## config.mk

```make
export PLATFORM = sky130hd
export DESIGN_NAME = ir_carrier_gen
export DESIGN_NICKNAME = d
export VERILOG_FILES = /design/src/rtl/ir_carrier_gen_pkg.sv /design/src/rtl/ir_burst_fifo.sv /design/src/rtl/ir_carrier_gen.sv
export SDC_FILE = /design/constraint.sdc
export NUM_CORES = 1
export LEC_CHECK = 0
export ABC_AREA = 1
export CAP_MARGIN = 30
export CORE_ASPECT_RATIO = 0.75
export CORE_MARGIN = 8
export CORE_UTILIZATION = 49
export CTS_CLUSTER_DIAMETER = 200
export DETAILED_ROUTE_END_ITERATION = 7
export GPL_TIMING_DRIVEN = 0
export PLACE_DENSITY = 0.67
export RECOVER_POWER = 100
export SETUP_SLACK_MARGIN = 0.02
export SYNTH_ARGS = -nofsm -noshare
export SYNTH_HDL_FRONTEND = slang
export SYNTH_HIERARCHICAL = 1
export SYNTH_SLANG_ARGS = --single-unit
```

## constraint.sdc

```tcl
create_clock -name In_Clock -period 5 [get_ports In_Clock]
set_input_delay 1 -clock In_Clock [delete_from_list [all_inputs] [get_ports In_Clock]]
set_output_delay 1 -clock In_Clock [all_outputs]
set_load 0.005 [all_outputs]
```

## src/rtl/ir_carrier_gen_pkg.sv

```systemverilog
// Shared types and constants for the IR carrier generator.
package ir_carrier_gen_pkg;

    localparam int unsigned RESET_HALF  = 694;
    localparam int unsigned BURST_LEN_W = 16;

    typedef enum logic [1:0] {
        IDLE  = 2'd0,
        ARMED = 2'd1,
        RUN   = 2'd2
    } state_t;

    typedef struct packed {
        logic                   mark;
        logic [BURST_LEN_W-1:0] len;
    } burst_t;

endpackage

```

## src/rtl/ir_burst_fifo.sv

```systemverilog
// Small burst queue; a pop frees the slot a same-cycle push may take, even when full.
module ir_burst_fifo
    import ir_carrier_gen_pkg::*;
#(
    parameter int unsigned DEPTH = 4,
    parameter type         rec_t = burst_t
) (
    input  logic clk,
    input  logic rst,
    input  logic flush,
    input  logic push,
    input  rec_t push_data,
    input  logic pop,
    output rec_t head_c,
    output logic empty,
    output logic full,
    output logic empty_next_c,
    output logic full_next_c
);

    localparam int unsigned PTR_W = $clog2(DEPTH);
    localparam int unsigned CNT_W = PTR_W + 1;

    rec_t             mem [DEPTH];
    logic [PTR_W-1:0] wr_ptr;
    logic [PTR_W-1:0] rd_ptr;
    logic [CNT_W-1:0] count;
    logic [CNT_W-1:0] count_next;
    logic             do_push;
    logic             do_pop;

    always_comb begin
        do_pop     = pop & (count != '0);
        do_push    = push & ((count != CNT_W'(DEPTH)) | do_pop);
        count_next = count;
        if (flush) begin
            count_next = '0;
        end else if (do_push & ~do_pop) begin
            count_next = count + CNT_W'(1);
        end else if (do_pop & ~do_push) begin
            count_next = count - CNT_W'(1);
        end
    end

    assign empty_next_c = (count_next == '0);
    assign full_next_c  = (count_next == CNT_W'(DEPTH));
    assign head_c       = mem[rd_ptr];

    always_ff @(posedge clk) begin
        if (rst || flush) begin
            wr_ptr <= '0;
            rd_ptr <= '0;
            count  <= '0;
            empty  <= 1'b1;
            full   <= 1'b0;
        end else begin
            if (do_push) wr_ptr <= wr_ptr + PTR_W'(1);
            if (do_pop)  rd_ptr <= rd_ptr + PTR_W'(1);
            count <= count_next;
            empty <= empty_next_c;
            full  <= full_next_c;
        end
    end

    always_ff @(posedge clk) begin
        if (do_push) mem[wr_ptr] <= push_data;
    end

endmodule

```

## src/rtl/ir_carrier_gen.sv

```systemverilog
// IR carrier generator: free-running square wave gated by a queue of mark/space bursts.
module ir_carrier_gen #(
    parameter int unsigned DIV_W      = 12,
    parameter int unsigned LEN_W      = ir_carrier_gen_pkg::BURST_LEN_W,
    parameter int unsigned FIFO_DEPTH = 4,
    parameter int unsigned RESET_HALF = ir_carrier_gen_pkg::RESET_HALF
) (
    input  logic             In_Clock,
    input  logic             In_Reset,
    input  logic             In_Enable,
    input  logic [DIV_W-1:0] In_Half_Div,
    input  logic             In_Burst_Valid,
    input  logic             In_Burst_Mark,
    input  logic [LEN_W-1:0] In_Burst_Len,
    output logic             Out_Burst_Ready,
    output logic             Out_Carrier,
    output logic             Out_Ir,
    output logic             Out_Busy
);

    import ir_carrier_gen_pkg::*;

    logic [DIV_W-1:0] half_q;
    logic [DIV_W-1:0] half_cnt;
    logic [DIV_W-1:0] half_eff;
    logic             phase;
    logic             phase_next;
    logic             wrap;
    logic             boundary;

    state_t           state;
    state_t           state_next;
    logic             mark_q;
    logic             mark_next;
    logic [LEN_W-1:0] len_q;
    logic [LEN_W-1:0] len_next;
    logic [LEN_W-1:0] len_eff;
    logic [LEN_W-1:0] per_cnt;
    logic [LEN_W-1:0] per_next;

    logic             pop;
    logic             push;
    burst_t           head;
    burst_t           push_rec;
    logic             fifo_empty;
    logic             fifo_full;
    logic             empty_next;
    logic             full_next;

    logic             ready_q;
    logic             ir_q;
    logic             busy_q;

    // Carrier: a zero divider behaves as one so the counter always terminates.
    assign half_eff = (half_q == '0) ? DIV_W'(1) : half_q;
    assign wrap     = In_Enable & (half_cnt == half_eff - DIV_W'(1));
    assign boundary = wrap & ~phase;

    always_comb begin
        phase_next = phase;
        if (!In_Enable) begin
            phase_next = 1'b0;
        end else if (wrap) begin
            phase_next = ~phase;
        end
    end

    always_ff @(posedge In_Clock) begin
        if (In_Reset) begin
            half_q   <= DIV_W'(RESET_HALF);
            half_cnt <= '0;
            phase    <= 1'b0;
        end else begin
            phase <= phase_next;
            if (!In_Enable || wrap) begin
                half_cnt <= '0;
            end else begin
                half_cnt <= half_cnt + DIV_W'(1);
            end
            if (boundary) half_q <= In_Half_Div;
        end
    end

    assign len_eff = (len_q == '0) ? LEN_W'(1) : len_q;

    // Burst sequencer; a finishing burst hands over to the next one on the same boundary.
    always_comb begin
        state_next = state;
        mark_next  = mark_q;
        len_next   = len_q;
        per_next   = per_cnt;
        pop        = 1'b0;
        if (!In_Enable) begin
            state_next = IDLE;
            per_next   = '0;
        end else begin
            case (state)
                IDLE: begin
                    if (!fifo_empty) begin
                        pop        = 1'b1;
                        mark_next  = head.mark;
                        len_next   = LEN_W'(head.len);
                        state_next = ARMED;
                    end
                end
                ARMED: begin
                    if (boundary) begin
                        state_next = RUN;
                        per_next   = LEN_W'(1);
                    end
                end
                RUN: begin
                    if (boundary) begin
                        if (per_cnt == len_eff) begin
                            if (!fifo_empty) begin
                                pop       = 1'b1;
                                mark_next = head.mark;
                                len_next  = LEN_W'(head.len);
                                per_next  = LEN_W'(1);
                            end else begin
                                state_next = IDLE;
                                per_next   = '0;
                            end
                        end else begin
                            per_next = per_cnt + LEN_W'(1);
                        end
                    end
                end
                default: state_next = IDLE;
            endcase
        end
    end

    // A push is also taken while full when the head leaves in the same cycle.
    assign push          = In_Burst_Valid & In_Enable & (ready_q | (fifo_full & pop));
    assign push_rec.mark = In_Burst_Mark;
    assign push_rec.len  = BURST_LEN_W'(In_Burst_Len);

    ir_burst_fifo #(
        .DEPTH (FIFO_DEPTH),
        .rec_t (burst_t)
    ) u_fifo (
        .clk          (In_Clock),
        .rst          (In_Reset),
        .flush        (~In_Enable),
        .push         (push),
        .push_data    (push_rec),
        .pop          (pop),
        .head_c       (head),
        .empty        (fifo_empty),
        .full         (fifo_full),
        .empty_next_c (empty_next),
        .full_next_c  (full_next)
    );

    always_ff @(posedge In_Clock) begin
        if (In_Reset) begin
            state   <= IDLE;
            mark_q  <= 1'b0;
            len_q   <= '0;
            per_cnt <= '0;
            ir_q    <= 1'b0;
            ready_q <= 1'b0;
            busy_q  <= 1'b0;
        end else begin
            state   <= state_next;
            mark_q  <= mark_next;
            len_q   <= len_next;
            per_cnt <= per_next;
            ir_q    <= phase_next & mark_next & (state_next == RUN);
            ready_q <= In_Enable & ~full_next;
            busy_q  <= (state_next != IDLE) | ~empty_next;
        end
    end

    assign Out_Carrier     = phase;
    assign Out_Ir          = ir_q;
    assign Out_Busy        = busy_q;
    assign Out_Burst_Ready = ready_q;

endmodule

```

**Word level (Yosys, flattened, before mapping)**

Memories as Yosys holds them, arrays and structs flattened. A register that Yosys moved wholly into a read port is not among the register bits.
Index checks and enable logic that the tools add are counted.

- Output and inout port bits: 4
- Memories: 1
- Memory bits (writable): 68
- Word-level logic and storage cells: 106
- Input bits: 33
- Bits in registers: 72

Memories:

| memory | words | width | read ports | clocked after memory_dff | wr ports | line | source |
|---|---|---|---|---|---|---|---|
| u_fifo.mem | 4 | 17 | 1 | 1 | 1 | ir_burst_fifo.sv:24 | `rec_t mem [DEPTH];` |

- Add/sub/neg operators: 7
- Multiplexer cells: 37
- Equal/unequal tests: 10
- Reduce and logical (&&, ||, !) cells: 15
- Bitwise operators: 21

Operator list:

| cell | count |
|---|---|
| $mux W16 | 7 |
| $pmux W16 S2 | 2 |
| $add A16 B1 Y16 const B | 1 |
| $eq A16 B16 Y1 | 1 |
| $logic_not A16 Y1 | 1 |
| $mux W2 | 8 |
| $mux W1 | 13 |
| $add A12 B1 Y12 const B | 1 |
| $and A1 B1 Y1 | 12 |
| $eq A12 B12 Y1 | 1 |
| $logic_not A12 Y1 | 1 |
| $mux W12 | 1 |
| $sub A12 B1 Y12 const B | 1 |
| $mux W3 | 3 |
| $ne A2 B2 Y1 const B | 3 |
| $not A1 Y1 | 6 |
| $pmux W2 S3 | 1 |
| $reduce_bool A2 Y1 | 3 |
| $add A2 B1 Y2 const B | 2 |
| $eq A2 B2 Y1 const B | 2 |
| $pmux W1 S2 | 2 |
| $reduce_and A4 Y1 | 1 |
| $reduce_or A2 Y1 | 2 |
| $add A3 B1 Y3 const B | 1 |
| 11 further kinds | 14 |

**Logic depth before layout (Yosys ltp)**

- Depth in word-level cells: 21
- Depth in mapped cells: 39
- Depth with buffers taken out: 38

**By module**

The synthesis kept the hierarchy.

Modules (own cells, without submodules):

| module | cells each | sequential area each (um2) | area each (um2) | instances |
|---|---|---|---|---|
| ir_carrier_gen | 503 | 1261.2 | 3515.9 | 1 |
| ir_burst_fifo | 251 | 2262.2 | 3154.3 | 1 |

**Worst setup path after synthesis**

No wires, ideal clock.

- Path kind: reg2reg
- From: register half_q[8]
- To: memory u_fifo/mem[0][0] (netlist name) (enable)
- Period minus slack after synthesis: 4.288 ns
- Setup slack: 0.712 ns
- Arrival time: 3.898 ns
- Cell stages (with the launch flop): 31
- Setup time: 0.391 ns
- Buffers on the path: 1
- Cell sequence: dfxtp_1 -> inv_2 -> nand2_4 -> nor3_2 -> nand2_2 -> nand2_4 -> inv_1 -> ha_1 -> nand3_2 -> nor2_1 -> nand2_1 -> nand2_1 -> nand2_1 -> nand2_1 -> and2_1 -> nand2_1 -> nor2_1 -> nand3_1 -> nor2_1 -> nand3b_1 -> nor2_1 -> ha_1 -> buf_2 -> nand3_2 -> nand2_2 -> nand2_4 -> inv_6 -> nand2_1 -> a21oi_1 -> o21ai_2 -> nor2_1

- Word-level cells in the longest chain between the ends: 15
- Elaborated cells on any way between the ends: 17

RTL lines:

| element | line | source |
|---|---|---|
| start: declaration | ir_carrier_gen.sv:23 | `logic [DIV_W-1:0] half_q;` |
| start signal: assignment | ir_carrier_gen.sv:70 | `half_q <= DIV_W'(RESET_HALF);` |
| start signal: assignment | ir_carrier_gen.sv:80 | `if (boundary) half_q <= In_Half_Div;` |
| $logic_not A12 Y1 | ir_carrier_gen.sv:55 | `assign half_eff = (half_q == '0) ? DIV_W'(1) : half_q;` |
| $mux W12 (*) | ir_carrier_gen.sv:55 |  |
| $sub A12 B1 Y12 (*) | ir_carrier_gen.sv:56 | `assign wrap = In_Enable & (half_cnt == half_eff - DIV_W'(1));` |
| $eq A12 B12 Y1 (*) | ir_carrier_gen.sv:56 |  |
| $and A1 B1 Y1 (*) | ir_carrier_gen.sv:56 |  |
| $and A1 B1 Y1 (*) | ir_carrier_gen.sv:57 | `assign boundary = wrap & ~phase;` |
| via boundary | ir_carrier_gen.sv:29 | `logic boundary;` |
| $mux W1 (*) | ir_carrier_gen.sv:113 | `if (boundary) begin` |
| $pmux W1 S2 (*) | ir_carrier_gen.sv:97 | `case (state)` |
| $mux W1 (*) | ir_carrier_gen.sv:93 | `if (!In_Enable) begin` |
| $and A1 B1 Y1 (*) | ir_carrier_gen.sv:135 | `assign push = In_Burst_Valid & In_Enable & (ready_q \| (fifo_full & pop));` |
| $or A1 B1 Y1 (*) | ir_carrier_gen.sv:135 |  |
| $and A1 B1 Y1 (*) | ir_carrier_gen.sv:135 |  |
| via push | ir_carrier_gen.sv:42 | `logic push;` |
| $and A1 B1 Y1 (*) | ir_burst_fifo.sv:34 | `do_push = push & ((count != CNT_W'(DEPTH)) \| do_pop);` |
| $mux W1 (*) | ir_burst_fifo.sv:66 | `if (do_push) mem[wr_ptr] <= push_data;` |
| $mux W1 (not written as such) (*) | ir_burst_fifo.sv:66 |  |
| end: declaration | ir_burst_fifo.sv:24 |  |

Mark *: on every way through the listed nets, which the timed path passes. The rest lies on a longest branch.

**Worst setup path in the final report**

- From: register half_q[7]
- To: register busy_q, in the netlist Out_Busy

- Word-level cells in the longest chain between the ends: 21
- Elaborated cells on any way between the ends: 30

RTL lines:

| element | line | source |
|---|---|---|
| $logic_not A12 Y1 | ir_carrier_gen.sv:55 |  |
| $mux W12 (*) | ir_carrier_gen.sv:55 |  |
| $sub A12 B1 Y12 (*) | ir_carrier_gen.sv:56 |  |
| $eq A12 B12 Y1 (*) | ir_carrier_gen.sv:56 |  |
| $and A1 B1 Y1 (*) | ir_carrier_gen.sv:56 |  |
| $and A1 B1 Y1 (*) | ir_carrier_gen.sv:57 |  |
| via boundary | ir_carrier_gen.sv:29 |  |
| $mux W1 (*) | ir_carrier_gen.sv:113 |  |
| (+5 left out) | -- |  |
| via push | ir_carrier_gen.sv:42 |  |
| (+2 left out) | -- |  |
| $and A1 B1 Y1 | ir_burst_fifo.sv:40 | `end else if (do_pop & ~do_push) begin` |
| $mux W3 | ir_burst_fifo.sv:40 |  |
| $mux W3 (*) | ir_burst_fifo.sv:38 | `end else if (do_push & ~do_pop) begin` |
| $mux W3 (*) | ir_burst_fifo.sv:36 | `if (flush) begin` |
| $logic_not A3 Y1 (*) | ir_burst_fifo.sv:45 | `assign empty_next_c = (count_next == '0);` |
| via empty_next | ir_carrier_gen.sv:47 | `logic empty_next;` |
| $not A1 Y1 (*) | ir_carrier_gen.sv:172 | `busy_q <= (state_next != IDLE) \| ~empty_next;` |
| $or A1 B1 Y1 (*) | ir_carrier_gen.sv:172 |  |
| end signal: assignment | ir_carrier_gen.sv:172 |  |
| end: declaration | ir_carrier_gen.sv:52 | `logic busy_q;` |

Marks and branches as above.
A chain may end at the register's enable or synchronous reset.

==> out/metrics.yaml <==
run_status:
  status: "finished clean"
pwr:
  switchingPower_mw: 0.602
  p_leak_nw: 2.96
  total_power_mw: 2.52
  seq_power_share: 0.488
  switching_share: 0.239
  power_per_cell_area_mw_per_mm2: 320
  pwr-share-comb: 0.040
  ir_drop_mv: 0.247
  internal_power_mw: 1.92
  p_clk_frac: 0.472
worst_setup_path:
  cp_common_cell: "nand2_1"
  slowest_delay_ps: 390
  r2r_end: "Out_Busy"
  critical_path_class: "flip-flop to flip-flop"
  reg2reg_depth: 39
  cp-end-kind: "flip-flop"
  crit_fanout: 9
  cp_slowest_cell: "dfxtp_1"
  r2r_setup_slack_ps: 450
  arrival_ps: 4840
  start_kind: "flip-flop"
  timing.rr.start: "half_q[7]"
  worstPathRequired_ps: 5290
global_route:
  grtUsageTotal: 0.183
  gr-total-overflow: 0
  use_met1: 0.253
  grt_pass1_wl_mm: 24.8
  use_met2: 0.274
  top_usage_layer: "met2"
  grt_pass1_vias: 4963
  met3_usage: 0.0411
  grt_start_max_net_pins: 18
  antenna_found_initial: 0
route:
  drc: 0
  drt_wl_total_mm: 15.8
  drtPass1Iterations: 6
  drt-initial-drc-count: 394
  num_vias: 5311
  wl_per_cell_um: 15.7
  via_per_inst: 5.28
  ant_nets: 0
floorplan:
  dieArea_sq_mm: 0.0176
  die_w_um: 151
  ioPinCount: 37
  die_h_um: 117
  core_area_sq_mm: 0.0135
  initial_core_util: 0.493
  core.rowCount: 37
clock_tree:
  cts_tree: "yes"
  clock_path_buffers: 2
  cts_root_buffer: "clkbuf_16"
  htreeDepth: 4
  cts_hold_buf: 0
  clkTransAtPathRegs_ps: 60
  clock_sinks: 142
  cts_buffers: 17
  clock_latency_ps: 430
logic_synthesis:
  synth_edf_count: 68
  synth-seq-cells: 142
  yosysSeqAreaShare: 0.528
  synth-async-reset-ratio: 0
  ys_warn_count: 6
  synth_nets: 798
  synth_cell_types: 39
  synth_cells: 754
  syn_area_sq_mm: 0.00667
  ys.flop_type: "dfxtp_1"
  synth_area_per_cell_sq_um: 8.85
sta:
  rsz0062_at_grt: "false"
  worst_slew_pin_slew_ps: 721
  max_slew_margin: 0.519
  period_needed_ps: 4550
  skew_ps: 7.24
  clock.fmax_mhz: 220
  slew_viol_final: 0
  min_period_over_period: 0.910
  hold_violations: 0
  setup_viol: 0
worst_hold_path:
  hold_start: "u_fifo/rd_ptr[0]"
  min_path_type: "flip-flop to flip-flop"
  holdPathEnd: "u_fifo/rd_ptr[0]"
  min_path_cells: 1
finish:
  stdcell_count: 1005
  final_area_sq_mm: 0.00788
  diodes: 0
  syn2layout_area_growth_pct: 18.2
  multi_input_area_sq_mm: 0.00277
  seqCellArea_sq_mm: 0.00352
  drive_gt1_frac: 0.113
  fin_nets: 861
  nFillCells: 1178
place:
  dp_cells: 968
  io_buffers: 36
  post-dp-hpwl_mm: 11.4
  gp_congestion: 0.931
  place_area_sq_mm: 0.00730
job:
  cap_violations: 0
## worst max-delay path by stage
stage / start / to / slack [ps] / depth (start not counted)
2_1_floorplan: half_q[8] / u_fifo/mem[0][0] / 710 / 30
3_3_place_gp: half_q[7] / u_fifo/mem[0][14] / -480 / 30
3_5_place_dp: half_q[7] / u_fifo/mem[1][14] / -70 / 27
4_1_cts: half_q[7] / u_fifo/mem[3][14] / 50 / 28
5_1_grt: half_q[6] / u_fifo/mem[0][14] / 40 / 29
6_report: half_q[7] / Out_Busy / 450 / 39
## synthesized netlist by cell type (6+ instances only)
master	number	area share
xnor2_1	14	0.018
nand3_1	31	0.023
buf_2	6	0.0045
edfxtp_1	68	0.31
a21oi_1	23	0.017
nor2_1	136	0.077
nor3_1	14	0.011
nand2_1	91	0.051
ha_1	11	0.021
xor2_1	27	0.035
nand3_2	6	0.0090
nor2_2	16	0.015
o22ai_1	17	0.016
clkbuf_1	11	0.0062
inv_2	8	0.0045
o21ai_0	73	0.055
nand4_1	17	0.016
nand2_2	8	0.0075
dfxtp_1	74	0.22
inv_1	70	0.039
## metrics by stage
| step | setup TNS, ps | util | setup WS, ps | hold slack, ps |
|---|---|---|---|---|
| 4_1_cts | 0 | 0.581 | 50.3 | 477 |
| 3_3_place_gp | -28520 | 0.536 | -483 | 449 |
| 3_5_place_dp | -1210 | 0.540 | -73.3 | 462 |
| 5_1_grt | 0 | 0.583 | 41.5 | 494 |
| 2_1_floorplan | 0 | - | 712 | 436 |
| 6_report | 0 | 0.583 | 451 | 480 |
## metal layers
metal | vias to the layer above | share of wire
met5 | - | 0
met4 | 0 | 0.015
met3 | 21 | 0.055
met2 | 153 | 0.45
met1 | 2493 | 0.48
li1 | 2644 | -
## cell families (layout without fill, tap and decap cells)
| kind of cell | after synthesis | count (layout) | share of synthesized area |
|---|---|---|---|
| xor gates and xnor gates | 42 | 42 | 0.0572 |
| and+or+nand+nor | 339 | 339 | 0.235 |
| DFF | 142 | 142 | 0.528 |
| adders and majority gates | 11 | 11 | 0.0206 |
| AOI/OAI and AO/OA | 121 | 121 | 0.0985 |
| buffers and inverters | 99 | 175 | 0.0600 |
## cell usage in the layout (no fill, tap or decap), types with 5 or more instances in the layout
cell type          n
dlygate4sd3_1     21
nor3_1            14
clkbuf_1          16
a21oi_1           22
ha_1              11
edfxtp_1          68
o22ai_1           17
nor2_4             6
xnor2_1           14
o21ai_0           73
inv_1             73
xor2_1            27
clkbuf_16         17
inv_6              9
nand4_1           17
nor2_2            17
nand2_2            7
inv_2              5
clkdlybuf4s50_1   15
dfxtp_1           74
nor2_1           132
nand2_1           92
nand3_1           33
## final cells by class
class,count,area share
clock inverter,15,0.0159
inverter,80,0.0389
buffer,19,0.0106
multi-input combinational,513,0.351
clock buffer,17,0.0540
sequential,142,0.447
timing repair buffer,44,0.0543
tap,175,0.0278
## worst max-delay path: cells and delay by family (launching register included)
kind	cells	cell delay, ps
adder cells (fa/ha/maj)	2	340
buffers and inverters	6	640
AO/OA/AOI/OAI	2	310
AND/OR/NAND/NOR	29	2720
flip-flops	1	390
## registers in the layout (all words and copies together) (netlist names), 2 cells and up, named ones only
| register | flops |
|---|---|
| u_fifo/wr_ptr | 2 |
| state | 2 |
| half_q | 12 |
| len_q | 16 |
| half_cnt | 12 |
| u_fifo/rd_ptr | 2 |
| u_fifo/count | 3 |
| per_cnt | 16 |
| u_fifo/mem | 68 |
## repair_timing
item | 4_1_cts | 5_1_grt
pin swaps | 0 | 2
endpoints found under the setup margin | 17 | 67
setup buffers | 0 | 5
gates resized for setup | 1 | 4
## power groups by stage
stage | Combinational [mW] | Clock, mW | Sequential [mW]
detailed placement | 0.103 | 0 | 1.25
finish | 0.101 | 1.19 | 1.23
floorplan | 0.0522 | 0 | 1.25
global placement | 0.0990 | 0 | 1.25
global route | 0.113 | 1.26 | 1.23
CTS | 0.104 | 1.21 | 1.23
(Power assumes the default switching activity.)
==> patch 1: new RTL, same settings <==
`DIV_W`: 12 -> 16.
--- a/src/rtl/ir_carrier_gen.sv
+++ b/src/rtl/ir_carrier_gen.sv
@@ -1,5 +1,5 @@
 // IR carrier generator: free-running square wave gated by a queue of mark/space bursts.
 module ir_carrier_gen #(
-    parameter int unsigned DIV_W      = 12,
+    parameter int unsigned DIV_W      = 16,
     parameter int unsigned LEN_W      = ir_carrier_gen_pkg::BURST_LEN_W,
     parameter int unsigned FIFO_DEPTH = 4,
Interface: changed (resized In_Half_Div); port bits go from 37 to 41. The function was not compared with the original's and may differ.
==> patch 1 against the unedited design <==
- hold slack better by 11 ps
- clock skew up 2.3 ps
- synthesized cell count up 7.6%
- non-clock buffer count up 2
- sequential cell count up 8
- final area up 7.4%
- power up 5.7%
- synthesized area up 6.1%
- routed wire length up 6.0%
- largest power group unchanged
- worst setup slack better by 54 ps
==> patch 1: results <==
set metrics [dict create \
    relSlewSlack_pct 26.20 \
    io_buffers 40 \
    final-nonclk-buf-share_pct 6.639 \
    synth_xor_area_share_pct 7.405 \
    dr.pass1.iters 5 \
    skew_ps 9.488 \
    seq_share_pct 43.58 \
    power.leakage_nw 3.174 \
    cts.sink_count 150 \
    place.gp.congestion 0.9450 \
    crit_arrival_ps 4640 \
    synthTopCellsByCount "nor2_1 (152), nand2_1 (90), inv_1 (83), dfxtp_1 (82), o21ai_0 (77)" \
    placed_cells 1055 \
    synthTopCellsByArea "edfxtp_1 (29%), dfxtp_1 (23%), nor2_1 (8.1%), o21ai_0 (5.4%), xor2_1 (4.8%)" \
    place_area_sq_um 7800 \
    vias_per_cell 5.203 \
    slowest_delay_ps 350 \
    p_clk_mw 1.26 \
    drive_above_1_share_pct 11.27 \
    stdcell_area_sq_um 8462 \
    synthAdderAreaFrac_pct 1.944 \
    grt_use_total_pct 19.04 \
    peakVddDrop_uv 244.0 \
    critPathTopFamily "simple AND/OR/NAND/NOR gates" \
    synth_area_per_cell_sq_um 8.729 \
    p_comb_uw 105 \
    synth.top_cell.area_share_pct 28.84 \
    wl_per_cell_um 15.40 \
    synth_compound_area_share_pct 9.756 \
    dpl.hpwl_um 12420 \
    place_ws_ps -373.9 \
    grt_pass1_vias 5569 \
    yosysUniqueCellTypes 40 \
    num_vias 5656 \
    drt_iter0_markers 543 \
    clkbuf_count 18 \
    syn-num-nets 859 \
    run_status "complete, no violations" \
    buffers_excl_clock 65 \
    yosysSeqAreaShare_pct 52.03 \
    fillers 1256 \
    clock_area_share_pct 6.920 \
]
## patch 1: cell types whose count changed after synthesis, sizes merged, moves of 4 or more
cell | before | now
dfxtp | 74 | 82
a21oi | 24 | 28
clkbuf | 11 | 15
inv | 79 | 87
nor2 | 155 | 170
nor3 | 15 | 19
xnor2 | 14 | 19
xor2 | 27 | 40
## patch 1: final timing paths
path	from	slack (ps)	cells past startpoint	end
max	half_q[2]	510	28	u_fifo/mem[0][11]
min	u_fifo/rd_ptr[1]	490	2	u_fifo/rd_ptr[1]
max reg2reg	half_q[2]	510	28	u_fifo/mem[0][11]
min reg2reg	u_fifo/rd_ptr[1]	490	2	u_fifo/rd_ptr[1]
## patch 1: layer usage
metal	part of all wire (%)	vias up	global-route usage (%)
li1	-	2821	-
met3	6.7	19	4.957
met5	0	-	0
met4	1.0	0	5.617
met2	44	161	28.64
met1	48	2655	26.51
## patch 1: timing repair
item                       CTS  global route
resized for setup            4            14
setup buffers                0             1
pin swaps                    0             2
setup endpoints to repair   70            74
==> patch 2: new RTL, config.mk and constraints unchanged <==
Without the edit above. Encoding of `state_t`: now one-hot (3 bits for 3 states).
--- a/src/rtl/ir_carrier_gen_pkg.sv
+++ b/src/rtl/ir_carrier_gen_pkg.sv
@@ -5,8 +5,8 @@
     localparam int unsigned BURST_LEN_W = 16;
 
-    typedef enum logic [1:0] {
-        IDLE  = 2'd0,
-        ARMED = 2'd1,
-        RUN   = 2'd2
+    typedef enum logic [2:0] {
+        IDLE  = 3'b001,
+        ARMED = 3'b010,
+        RUN   = 3'b100
     } state_t;
 
Formal check against the unedited RTL: same outputs for any inputs over 10 cycles, from zero or initial values and one cycle with In_Reset high; not proved beyond that.
==> patch 2 against the unedited design <==
- power rose by 2.7%
- sequential cell count up 1
- sequential share of layout area is 0.40 points lower
- final area rose by 1.5%
- worst setup slack got worse by 130 ps
- hold slack lost 3.3 ps
- synthesized area shrank 1.6%
- routed wire length fell by 4.5%
==> patch 2: results <==
set metrics [dict create \
    run_status "complete, no violations" \
    min_from "u_fifo/rd_ptr[0]" \
    yosysUniqueCellTypes 46 \
    syn-num-nets 763 \
    root_buffer "clkbuf_16" \
    dr.pass1.iters 5 \
    dpl.hpwl_um 10610 \
    n_antenna_cell 0 \
    tightest_slew_ps 597.3 \
    cpMaxStageDelayCell "a2111oi_4" \
    r2r_cells 35 \
    synth_flop_cell "dfxtp_1" \
    io_buffers 35 \
    holdPathStages 1 \
    crit_arrival_ps 4970 \
    ctsLongestPathBuffers 2 \
    min_path_type "reg -> reg" \
    yosysWarnings 6 \
    synthTopCellsByArea "edfxtp_1 (31%), dfxtp_1 (23%), nor2_1 (7.6%), o21ai_0 (5.2%), nand2_1 (4.9%)" \
    drive_above_1_share_pct 14.04 \
    antenna_found_initial 0 \
    skew_ps 9.673 \
    synth_edf_count 68 \
    place.gp.congestion 0.8503 \
    holdWs_ps 477.2 \
    path_clk_slew_ps 60 \
    yosysSeqAreaShare_pct 53.98 \
    power.leakage_nw 3.081 \
    async_flop_share_pct 0 \
    place_area_sq_um 7183 \
    r2r_slack_ps 320 \
    synthTopCellsByCount "nor2_1 (133), nand2_1 (86), dfxtp_1 (75), edfxtp_1 (68), o21ai_0 (68)" \
    wl_per_cell_um 15.44 \
    critPathTopFamily "simple AND/OR/NAND/NOR gates" \
    fin_nets 836 \
    reg2reg_to "Out_Busy" \
    crit_fanout 6 \
    vias_per_cell 5.278 \
    min_to "u_fifo/rd_ptr[0]" \
    cts_buffers 17 \
    cts_max_level 4 \
    grt_use_total_pct 17.86 \
    grt_pass1_vias 4862 \
    peakVddDrop_uv 234.4 \
    grt_pass1_wl_um 24220 \
    fillers 1078 \
    drt_iter0_markers 462 \
    grt_max_degree 18 \
    slowest_delay_ps 380 \
    clk_latency_ps 420 \
    reg.largest.list "u_fifo/mem: 68 flops, len_q: 16 flops, per_cnt: 16 flops" \
    r2r-start "half_q[5]" \
]
patch 2: metal layers:
layer | global-route usage, % | up-vias | routed length, um
li1 | - | 2568 | -
met5 | 0 | - | 0
met2 | 26.74 | 157 | 6763
met4 | 4.695 | 0 | 131
met3 | 5.420 | 10 | 900
met1 | 24.64 | 2416 | 7272
patch 2: worst max path at each step:
stage,slack [ps],cells after the start,to,from
floorplan,160,29,u_fifo/mem[0][0],half_q[4]
finish,320,35,Out_Busy,half_q[5]
detailed placement,-780,28,u_fifo/mem[1][3],half_q[6]
CTS,60,35,Out_Busy,half_q[2]
global placement,-1190,28,u_fifo/mem[0][3],half_q[6]
global route,-20,35,Out_Busy,half_q[5]
patch 2: timing repair:
action | CTS | global route
cloned | 0 | 1
pin swaps | 2 | 10
buffers inserted | 2 | 14
resized for setup | 7 | 16
setup endpoints to repair | 77 | 75
patch 2: area by class of cell:
cell class	count	area, sq um	share of cell area (%)
plain buffers	20	110.1	1.376
clock buffers	18	429.2	5.363
clock inverters	14	156.4	1.954
inverters	69	266.5	3.330
multi-input cells	487	2740	34.24
flip-flops and latches	143	3546	44.31
well taps	171	214.0	2.674
repair buffers	54	540.5	6.754
patch 2: report_power, final:
group	total [mW]	leakage (nW)	switching [mW]	internal [mW]
registers	1.24	1.22	0.00503	1.23
logic	0.0992	1.59	0.0558	0.0433
clock network	1.25	0.276	0.508	0.742
patch 2: through the flow:
stage | util (%) | TNS, ps | std cells | setup WS (ps)
2_1_floorplan | - | 0 | 719 | 159.5
3_3_place_gp | 54.76 | -77160 | 925 | -1185
4_1_cts | 60.26 | 0 | 961 | 60.61
3_5_place_dp | 55.18 | -39980 | 928 | -781.6
5_1_grt | 61.48 | -17.50 | 976 | -17.50
6_report | 61.48 | 0 | 976 | 317.5
patch 2: cell families (layout without fill, tap and decap cells):
family / count (synthesis) / after routing / synth area share [%]
and+or+nand+nor: 304 / 305 / 21.48
xor gates and xnor gates: 42 / 42 / 5.604
AOI/OAI and AO/OA: 128 / 128 / 10.90
adders and majority gates: 11 / 11 / 2.097
muxes: 1 / 1 / 0.1715
buffers and inverters: 90 / 175 / 5.757
DFF: 143 / 143 / 53.98
